===== src/rtl/led_breathe.sv =====
// ----------------------------------------------------------------------------
// led_breathe
//
// "Breathing" LED driver: an 8-bit PWM whose duty ramps up to full scale,
// holds there, ramps back down to zero, holds, and repeats.
//
// Ports
//   clk     in   1  system clock (12 MHz); all state changes on the rising edge
//   rst_n   in   1  asynchronous active-low reset, released synchronously
//   enable  in   1  synchronous run/stop; low puts everything back to reset
//   led     out  1  registered PWM drive, active-high
//   duty    out  8  duty value the PWM comparator is currently using
//   phase   out  2  ramp state: 0 RISE, 1 HOLD_HI, 2 FALL, 3 HOLD_LO
//
// Parameters
//   STEP_DIV    ramp step strobe every STEP_DIV+1 clocks (0 .. 2^24-1)
//   HOLD_STEPS  step strobes spent at the peak and at the trough (1 .. 65535)
//
// State     | meaning
// ----------+---------------------------------------------------------------
// RISE      | level climbs by one per strobe until it reaches 255
// HOLD_HI   | level parked at 255 for HOLD_STEPS strobes
// FALL      | level drops by one per strobe until it reaches 0
// HOLD_LO   | level parked at 0 for HOLD_STEPS strobes, then back to RISE
// ----------------------------------------------------------------------------
module led_breathe #(
  parameter int unsigned STEP_DIV   = 11718,
  parameter int unsigned HOLD_STEPS = 64
) (
  input  logic       clk,
  input  logic       rst_n,
  input  logic       enable,
  output logic       led,
  output logic [7:0] duty,
  output logic [1:0] phase
);

  localparam logic [23:0] STEP_TC = 24'(STEP_DIV);
  localparam logic [15:0] HOLD_TC = 16'(HOLD_STEPS - 1);

  typedef enum logic [1:0] {
    RISE    = 2'd0,
    HOLD_HI = 2'd1,
    FALL    = 2'd2,
    HOLD_LO = 2'd3
  } state_e;

  // --------------------------------------------------------------------------
  // Reset synchroniser: assertion is immediate, release takes two edges.
  // The datapath keeps itself in reset until rst_sync_q[1] is seen high, so
  // the first count happens on the third edge after rst_n rises.
  // --------------------------------------------------------------------------
  logic [1:0] rst_sync_q;

  always_ff @(posedge clk or negedge rst_n) begin
    if (!rst_n) begin
      rst_sync_q <= 2'b00;
    end else begin
      rst_sync_q <= {rst_sync_q[0], 1'b1};
    end
  end

  logic run;
  assign run = rst_sync_q[1] & enable;

  // --------------------------------------------------------------------------
  // State registers
  // --------------------------------------------------------------------------
  state_e      state_q,    state_d;
  logic [7:0]  pwm_cnt_q,  pwm_cnt_d;
  logic [23:0] step_cnt_q, step_cnt_d;
  logic [15:0] hold_cnt_q, hold_cnt_d;
  logic [7:0]  level_q,    level_d;
  logic [7:0]  duty_q,     duty_d;
  logic        led_q,      led_d;

  logic       strobe;
  logic [7:0] level_up;
  logic [7:0] level_dn;

  assign strobe = (step_cnt_q == STEP_TC);

  // Saturating neighbours of the current level; level must never wrap.
  assign level_up = (level_q == 8'hFF) ? 8'hFF : level_q + 8'd1;
  assign level_dn = (level_q == 8'h00) ? 8'h00 : level_q - 8'd1;

  // --------------------------------------------------------------------------
  // Next-state logic
  // --------------------------------------------------------------------------
  always_comb begin
    state_d    = state_q;
    level_d    = level_q;
    hold_cnt_d = hold_cnt_q;
    pwm_cnt_d  = pwm_cnt_q + 8'd1;
    step_cnt_d = strobe ? 24'd0 : step_cnt_q + 24'd1;
    led_d      = (pwm_cnt_q < duty_q);
    // Duty only reloads on the last slot of a PWM period, and it takes the
    // level as it stands before any strobe on this same edge. A level change
    // made by a coincident strobe is therefore picked up one period later.
    duty_d     = (pwm_cnt_q == 8'hFF) ? level_q : duty_q;

    if (strobe) begin
      unique case (state_q)
        RISE: begin
          level_d = level_up;
          if (level_up == 8'hFF) begin
            state_d    = HOLD_HI;
            hold_cnt_d = 16'd0;
          end
        end
        HOLD_HI: begin
          level_d = 8'hFF;
          if (hold_cnt_q == HOLD_TC) begin
            state_d    = FALL;
            hold_cnt_d = 16'd0;
          end else begin
            hold_cnt_d = hold_cnt_q + 16'd1;
          end
        end
        FALL: begin
          level_d = level_dn;
          if (level_dn == 8'h00) begin
            state_d    = HOLD_LO;
            hold_cnt_d = 16'd0;
          end
        end
        HOLD_LO: begin
          level_d = 8'h00;
          if (hold_cnt_q == HOLD_TC) begin
            state_d    = RISE;
            hold_cnt_d = 16'd0;
          end else begin
            hold_cnt_d = hold_cnt_q + 16'd1;
          end
        end
        default: begin
          state_d    = RISE;
          level_d    = 8'h00;
          hold_cnt_d = 16'd0;
        end
      endcase
    end

    // Stopped, or still coming out of reset: return everything to the
    // reset values. Progress is discarded, there is no resume.
    if (!run) begin
      state_d    = RISE;
      level_d    = 8'h00;
      hold_cnt_d = 16'd0;
      pwm_cnt_d  = 8'd0;
      step_cnt_d = 24'd0;
      led_d      = 1'b0;
      duty_d     = 8'd0;
    end
  end

  always_ff @(posedge clk or negedge rst_n) begin
    if (!rst_n) begin
      state_q    <= RISE;
      level_q    <= 8'h00;
      hold_cnt_q <= 16'd0;
      pwm_cnt_q  <= 8'd0;
      step_cnt_q <= 24'd0;
      led_q      <= 1'b0;
      duty_q     <= 8'd0;
    end else begin
      state_q    <= state_d;
      level_q    <= level_d;
      hold_cnt_q <= hold_cnt_d;
      pwm_cnt_q  <= pwm_cnt_d;
      step_cnt_q <= step_cnt_d;
      led_q      <= led_d;
      duty_q     <= duty_d;
    end
  end

  assign led   = led_q;
  assign duty  = duty_q;
  assign phase = state_q;

endmodule


===== config.mk =====
export PLATFORM = sky130hd
export DESIGN_NAME = led_breathe
export DESIGN_NICKNAME = d
export VERILOG_FILES = /design/src/rtl/led_breathe.sv
export SDC_FILE = /design/constraint.sdc
export NUM_CORES = 1
export LEC_CHECK = 0
export ABC_AREA = 0
export CAP_MARGIN = 15
export CORE_UTILIZATION = 60
export CTS_CLUSTER_DIAMETER = 50
export DETAILED_ROUTE_END_ITERATION = 7
export PLACE_DENSITY = 0.8
export RECOVER_POWER = 25
export SYNTH_ARGS = -nofsm -noshare
export SYNTH_HDL_FRONTEND = slang
export SYNTH_SLANG_ARGS = --single-unit

===== constraint.sdc =====
create_clock -name clk -period 3.3 [get_ports clk]
set_clock_uncertainty 0.15 [all_clocks]
set_input_delay 0.66 -clock clk [delete_from_list [all_inputs] [get_ports clk]]
set_output_delay 0.66 -clock clk [all_outputs]
set_load 0.05 [all_outputs]

Word level (Yosys, flattened, before mapping)

Index checks and enable logic that the tools add are counted.

Register bits: 69
Word-level logic and storage cells: 59

Add/sub/neg operators: 5
Magnitude comparators: 1
Equal/unequal tests: 14
Multiplexer cells: 24
Bitwise gates (word level): 1
Reduce and logical (&&, ||, !) cells: 6

Operators with widths:

| cell                                                   | count |
|---|---|
| two-way mux 16 bit                                     | 5 |
| two-way mux 8 bit                                      | 7 |
| two-way mux 24 bit                                     | 2 |
| one-hot mux 16 bit (3 select lines)                    | 1 |
| one-hot mux 8 bit (4 select lines)                     | 1 |
| adder 24 x 1 -> 24 bit (second input constant)         | 1 |
| equality test 24 x 14 -> 1 bit (second input constant) | 1 |
| equality test 8 bit (second input constant)            | 3 |
| adder 16 x 1 -> 16 bit (second input constant)         | 1 |
| adder 8 x 1 -> 8 bit (second input constant)           | 2 |
| equality test 16 x 6 -> 1 bit (second input constant)  | 1 |
| zero test 8 bit                                        | 2 |
| two-way mux 2 bit                                      | 6 |
| != test 3 bit (second input constant)                  | 4 |
| < comparator 8 bit                                     | 1 |
| one-hot mux 2 bit (4 select lines)                     | 1 |
| subtractor 8 x 1 -> 8 bit (second input constant)      | 1 |
| AND reduction 5 bit                                    | 1 |
| equality test 2 bit (second input constant)            | 2 |
| != test 2 x 1 -> 1 bit (second input constant)         | 2 |
| AND reduction 3 bit                                    | 1 |
| equality test 2 x 1 -> 1 bit (second input constant)   | 1 |
| zero test 2 bit                                        | 1 |
| OR reduction 2 bit                                     | 1 |
| other kinds (2)                                        | 2 |

Depth between registers and ports, before layout

Word-level depth: 7
Gate-level depth with buffers: 11

Worst setup path before layout

OpenSTA, ideal clock, no wires.

Path type: flip-flop to flip-flop
From: register state_q[0], in the netlist phase[0]
To: register hold_cnt_q[14]
Library setup time: 0.076 ns
Data arrival time: 2.354 ns
Slack: 0.719 ns
Stages on the path, launching flop included: 8
Buffers on the path: 0
Period minus slack after synthesis: 2.581 ns
Cells stage by stage: dfrtp_1 > inv_1 > ha_1 > o21a_1 > a2111oi_4 > nand4_2 > or4_1 > o21ai_1

Cells in the longest elaborated chain, start to end: 5
Elaborated cells on any way between the ends: 11

Ends and longest elaborated chain:

| what                                                                | RTL line | RTL |
|---|---|---|
| start, declared                                                     | 69       | `state_e state_q, state_d;` |
| start signal, assigned                                              | 167      | `state_q <= state_d;` |
| equality test 2 bit or equality test 2 x 1 -> 1 bit (tied branches) | 103      | `unique case (state_q)` |
| OR reduction 2 bit (no source line)                                 | n/a      |  |
| one-hot mux 16 bit (3 select lines)                                 | 103      |  |
| two-way mux 16 bit                                                  | 102      | `if (strobe) begin` |
| two-way mux 16 bit                                                  | 146      | `if (!run) begin` |
| end signal, assigned                                                | 169      | `hold_cnt_q <= hold_cnt_d;` |
| end, declared                                                       | 72       | `logic [15:0] hold_cnt_q, hold_cnt_d;` |

Several ways; a longest one is shown, not always the timed one. The select of a mux whose other input is x is not followed.
A chain may end at the register's enable or synchronous reset.

Final worst setup path

From: register level_q[1]
To: register hold_cnt_q[11]

Cells in the longest elaborated chain, start to end: 5
Elaborated cells on any way between the ends: 11

Ends and longest elaborated chain:

| what                                                   | RTL line | RTL |
|---|---|---|
| start, declared                                        | 73       | `logic [7:0] level_q, level_d;` |
| start signal, assigned                                 | 168      | `level_q <= level_d;` |
| adder 8 x 1 -> 8 bit (tied with other cells)           | 84       | `assign level_up = (level_q == 8'hFF) ? 8'hFF : level_q + 8'd1;` |
| two-way mux 8 bit (on tied branches)                   | 84, 85   |  |
| equality test 8 bit or zero test 8 bit (tied branches) | 106, 122 |  |
| != test 3 bit (no source line)                         | n/a      |  |
| AND reduction 3 bit (no source line) *                 | n/a      |  |

Every way passes the cells marked *; elsewhere a longest branch is shown, timed or not.

==> impl_metrics.yaml <==
synth:
  synth_xor_xnor_area_share: 0.0618
  gate_count_after_technology_mapping: 455
  yosys.area_share.simple: 0.243
  commonest_cells_in_the_netlist: "dfrtp_1 (69), nor2_1 (60), nand3_1 (30)"
  yosys_most_used_dff: "dfrtp_1"
  ys_ff_latch: 69
  post_synth_fa_ha_maj_area_fraction: 0.0579
  synth_area_leaders: "dfrtp_1 (42%), ha_1 (5.8%), nor2_1 (5.5%)"
  share_of_the_synthesized_area_in_the_top_cell_type: 0.420
  netlist.top_cell.by_area: "dfrtp_1"
  yosys.cell_count.top_type: "dfrtp_1"
  sequential_share_of_the_synthesized_area: 0.420
  synthDistinctLibCells: 57
  ys.warnings.count: 0
  postSynthNetCount: 477
  synth_async_sr_flop_share: 1.00
  synth_compound_gate_area_share: 0.148
  synth_top_family_by_area: "simple AND/OR/NAND/NOR gates"
  synth_edf_count: 0
  synth_area_per_cell_um2: 9.03
  netlist_area_um2: 4110
  post_synth_mux_area_share: 0.0247
worst_setup_path:
  capture_instance_of_the_worst_register_to_register_path: "hold_cnt_q[11]"
  critPathCaptureType: "flop"
  rrSetupSlack_ns: 0.42
  regToRegStartpoint: "level_q[1]"
  worst_path_largest_cell_delay_ns: 0.52
  arrival_ns: 2.97
  logic_depth_of_the_worst_register_to_register_path: 7
  cp-start-kind: "flop"
  crit_path_max_fanout: 11
  timing.setup.critical_path_class: "reg -> reg"
  critical_path.cell_chain: "ha_1, nand4_1, o21a_1, a2111oi_4, and4_1, nand2_1, o41ai_1"
  critPathTopFamily: "compound AO/OA/AOI/OAI gates"
  max_stage_delay_cell_worst_path: "dfrtp_1"
  wp_data_required_ns: 3.39
  critical_path_buffers_and_inverters: 0
floorplanning:
  placement_rows: 29
  core-area_um2: 6490
  design.die.area_um2: 7180
  floorplan.io_pins: 14
  starting_utilization_of_the_core_area: 0.632
  chipHeight_um: 84.7
  die_w_um: 84.7
power:
  leakagePower_uw: 0.00180
  cellInternalPower_uw: 1290
  vdd.ir_drop.worst_mv: 0.265
  sw_frac_of_total: 0.230
  comb_power_share: 0.027
  power.net_switching_uw: 384
  power.sequential.fraction: 0.510
  share_clk_of_total_power: 0.463
  pwr_density_cell_nw_per_um2: 371
  total_power_uw: 1670
place:
  portBuffers: 13
  place_congestion: 0.951
  place_hpwl_um: 6330
sta:
  holdWs_ns: 0.204
  final-hold-violation-count: 0
  rsz0062_at_grt: "false"
  finalCriticalPeriod_ns: 2.88
  maxSlewViolCount: 71
  worst_slew_margin_rel: -0.269
  setup-tns-final_ns: 0
  fmax_mhz: 348
  setup_violations: 0
  max_slew.worst_pin.slew_ns: 1.90
  period_share: 0.872
detailed_routing:
  routed_wire_length_per_instance_um: 16.7
  final_antenna_net_count: 0
  drtPass1Iterations: 7
  total_number_of_vias: 3443
  post_drt_via_cell_ratio: 6.28
  routed_wirelength_um: 9170
  drc: 1
  iter_0_drt_violations: 272
clock_network:
  cts.reportedPaths.clkPinSlew_ns: 0.08
  clock_tree.buffer_depth: 2
  clock_sinks: 69
  tritoncts_clock_tree: "done"
  clk_root_buffer_cell: "clkbuf_8"
  worstSkewPairLatency_ns: 0.35
  cts_htree_levels: 3
  cts_resized: 0
  cts-buffers-inserted: 9
  hold_buffers: 0
  post-cts-setup-buffer-count: 0
flow_run:
  maxCapViolCount: 2
grt:
  grt_pass1_wl_um: 15600
  aggregate_global_routing_overflow: 0
  grt_util_all_layers: 0.276
  largest_net_degree_at_the_start_of_global_routing: 37
  grt_antenna_before_repair: 0
  first_global_vias: 3320
layout:
  layout.nets: 488
  share_of_final_layout_standard_cells_stronger_than_drive_strength_1: 0.0679
  antenna_cells_inserted: 0
  synthToLayoutAreaGrowth_pct: 9.72
min_path:
  min_from: "rst_sync_q[0]"
  timing.hold.worst_path_depth: 0
  worst_hold_path_type: "reg -> reg"
  min_delay_worst_endpoint: "rst_sync_q[1]"
outcome:
  failed_checks: "DRC, capacitance limit, slew limit"
  outcome: "finished, violations left"
==> cell families (layout without fill, tap and decap cells) <==
group / after synthesis / in the layout
compound gates: 92 / 92
xor+xnor: 29 / 29
fa+ha+maj: 19 / 19
buf+inv: 41 / 57
flops: 69 / 69
mux: 10 / 10
other cells: 1 / 1
simple gates: 194 / 194
==> flip-flops by register name (all words and copies together) (netlist names) <==
| signal | cells |
|---|---|
| step_cnt_q | 24 |
| hold_cnt_q | 16 |
| duty | 8 |
| level_q | 8 |
| pwm_cnt_q | 8 |
| phase | 2 |
| rst_sync_q | 2 |
| led | 1 |
==> per-layer routing <==
layer  share of wire  routed length, µm  up-vias  track usage
met1            0.45               4130     1682        0.367
li1                -                  -     1653            -
met3           0.050                455       13       0.0452
met2            0.49               4460       95        0.454
met4           0.014                125        0        0.109
met5               0                  0        -            0
==> worst max-delay path by stage <==
stage | depth (start not counted) | from | to
6_report | 7 | level_q[1] | hold_cnt_q[11]
5_1_grt | 7 | level_q[1] | hold_cnt_q[14]
4_1_cts | 7 | level_q[0] | hold_cnt_q[11]
3_5_place_dp | 7 | level_q[0] | hold_cnt_q[11]
3_3_place_gp | 7 | level_q[0] | hold_cnt_q[14]
2_1_floorplan | 7 | phase[0] | hold_cnt_q[14]
==> power groups by stage <==
stage	combinational [µW]	sequential (µW)	clock (µW)
floorplan	19.4	868	0
global placement	46.6	868	0
detailed placement	47.7	869	0
CTS	47.6	852	787
global route	52.2	853	820
finish	45.1	852	773
==> through the flow <==
step / utilization / instances / instance area, µm² / setup WS [ns]
5_1_grt: 0.694 / 548 / 4510 / 0.195
6_report: 0.694 / 548 / 4510 / 0.423
2_1_floorplan: - / 455 / 4110 / 0.719
3_3_place_gp: 0.661 / 532 / 4290 / 0.508
3_5_place_dp: 0.661 / 532 / 4290 / 0.476
4_1_cts: 0.695 / 548 / 4510 / 0.463
==> layout by cell type, fill, tap and decap left out, types with 10 or more instances in the layout <==
cell / n
a21oi_1: 13
and3_1: 10
clkdlybuf4s50_1: 12
dfrtp_1: 69
ha_1: 19
inv_1: 18
nand2_1: 28
nand3_1: 30
nand4_1: 13
nor2_1: 60
o211ai_1: 10
o21ai_0: 28
xor2_1: 20
==> layout make-up <==
| class | instances | area (µm²) |
|---|---|---|
| clock buffers | 9 | 124 |
| fillers | 513 | 1990 |
| clock inverters | 7 | 98.8 |
| well taps | 77 | 96.3 |
| inverters | 18 | 67.6 |
| flip-flops and latches | 69 | 1730 |
| repair buffers | 23 | 193 |
| multi-input cells | 345 | 2200 |
Note: power is estimated with default switching activity, not from simulation.
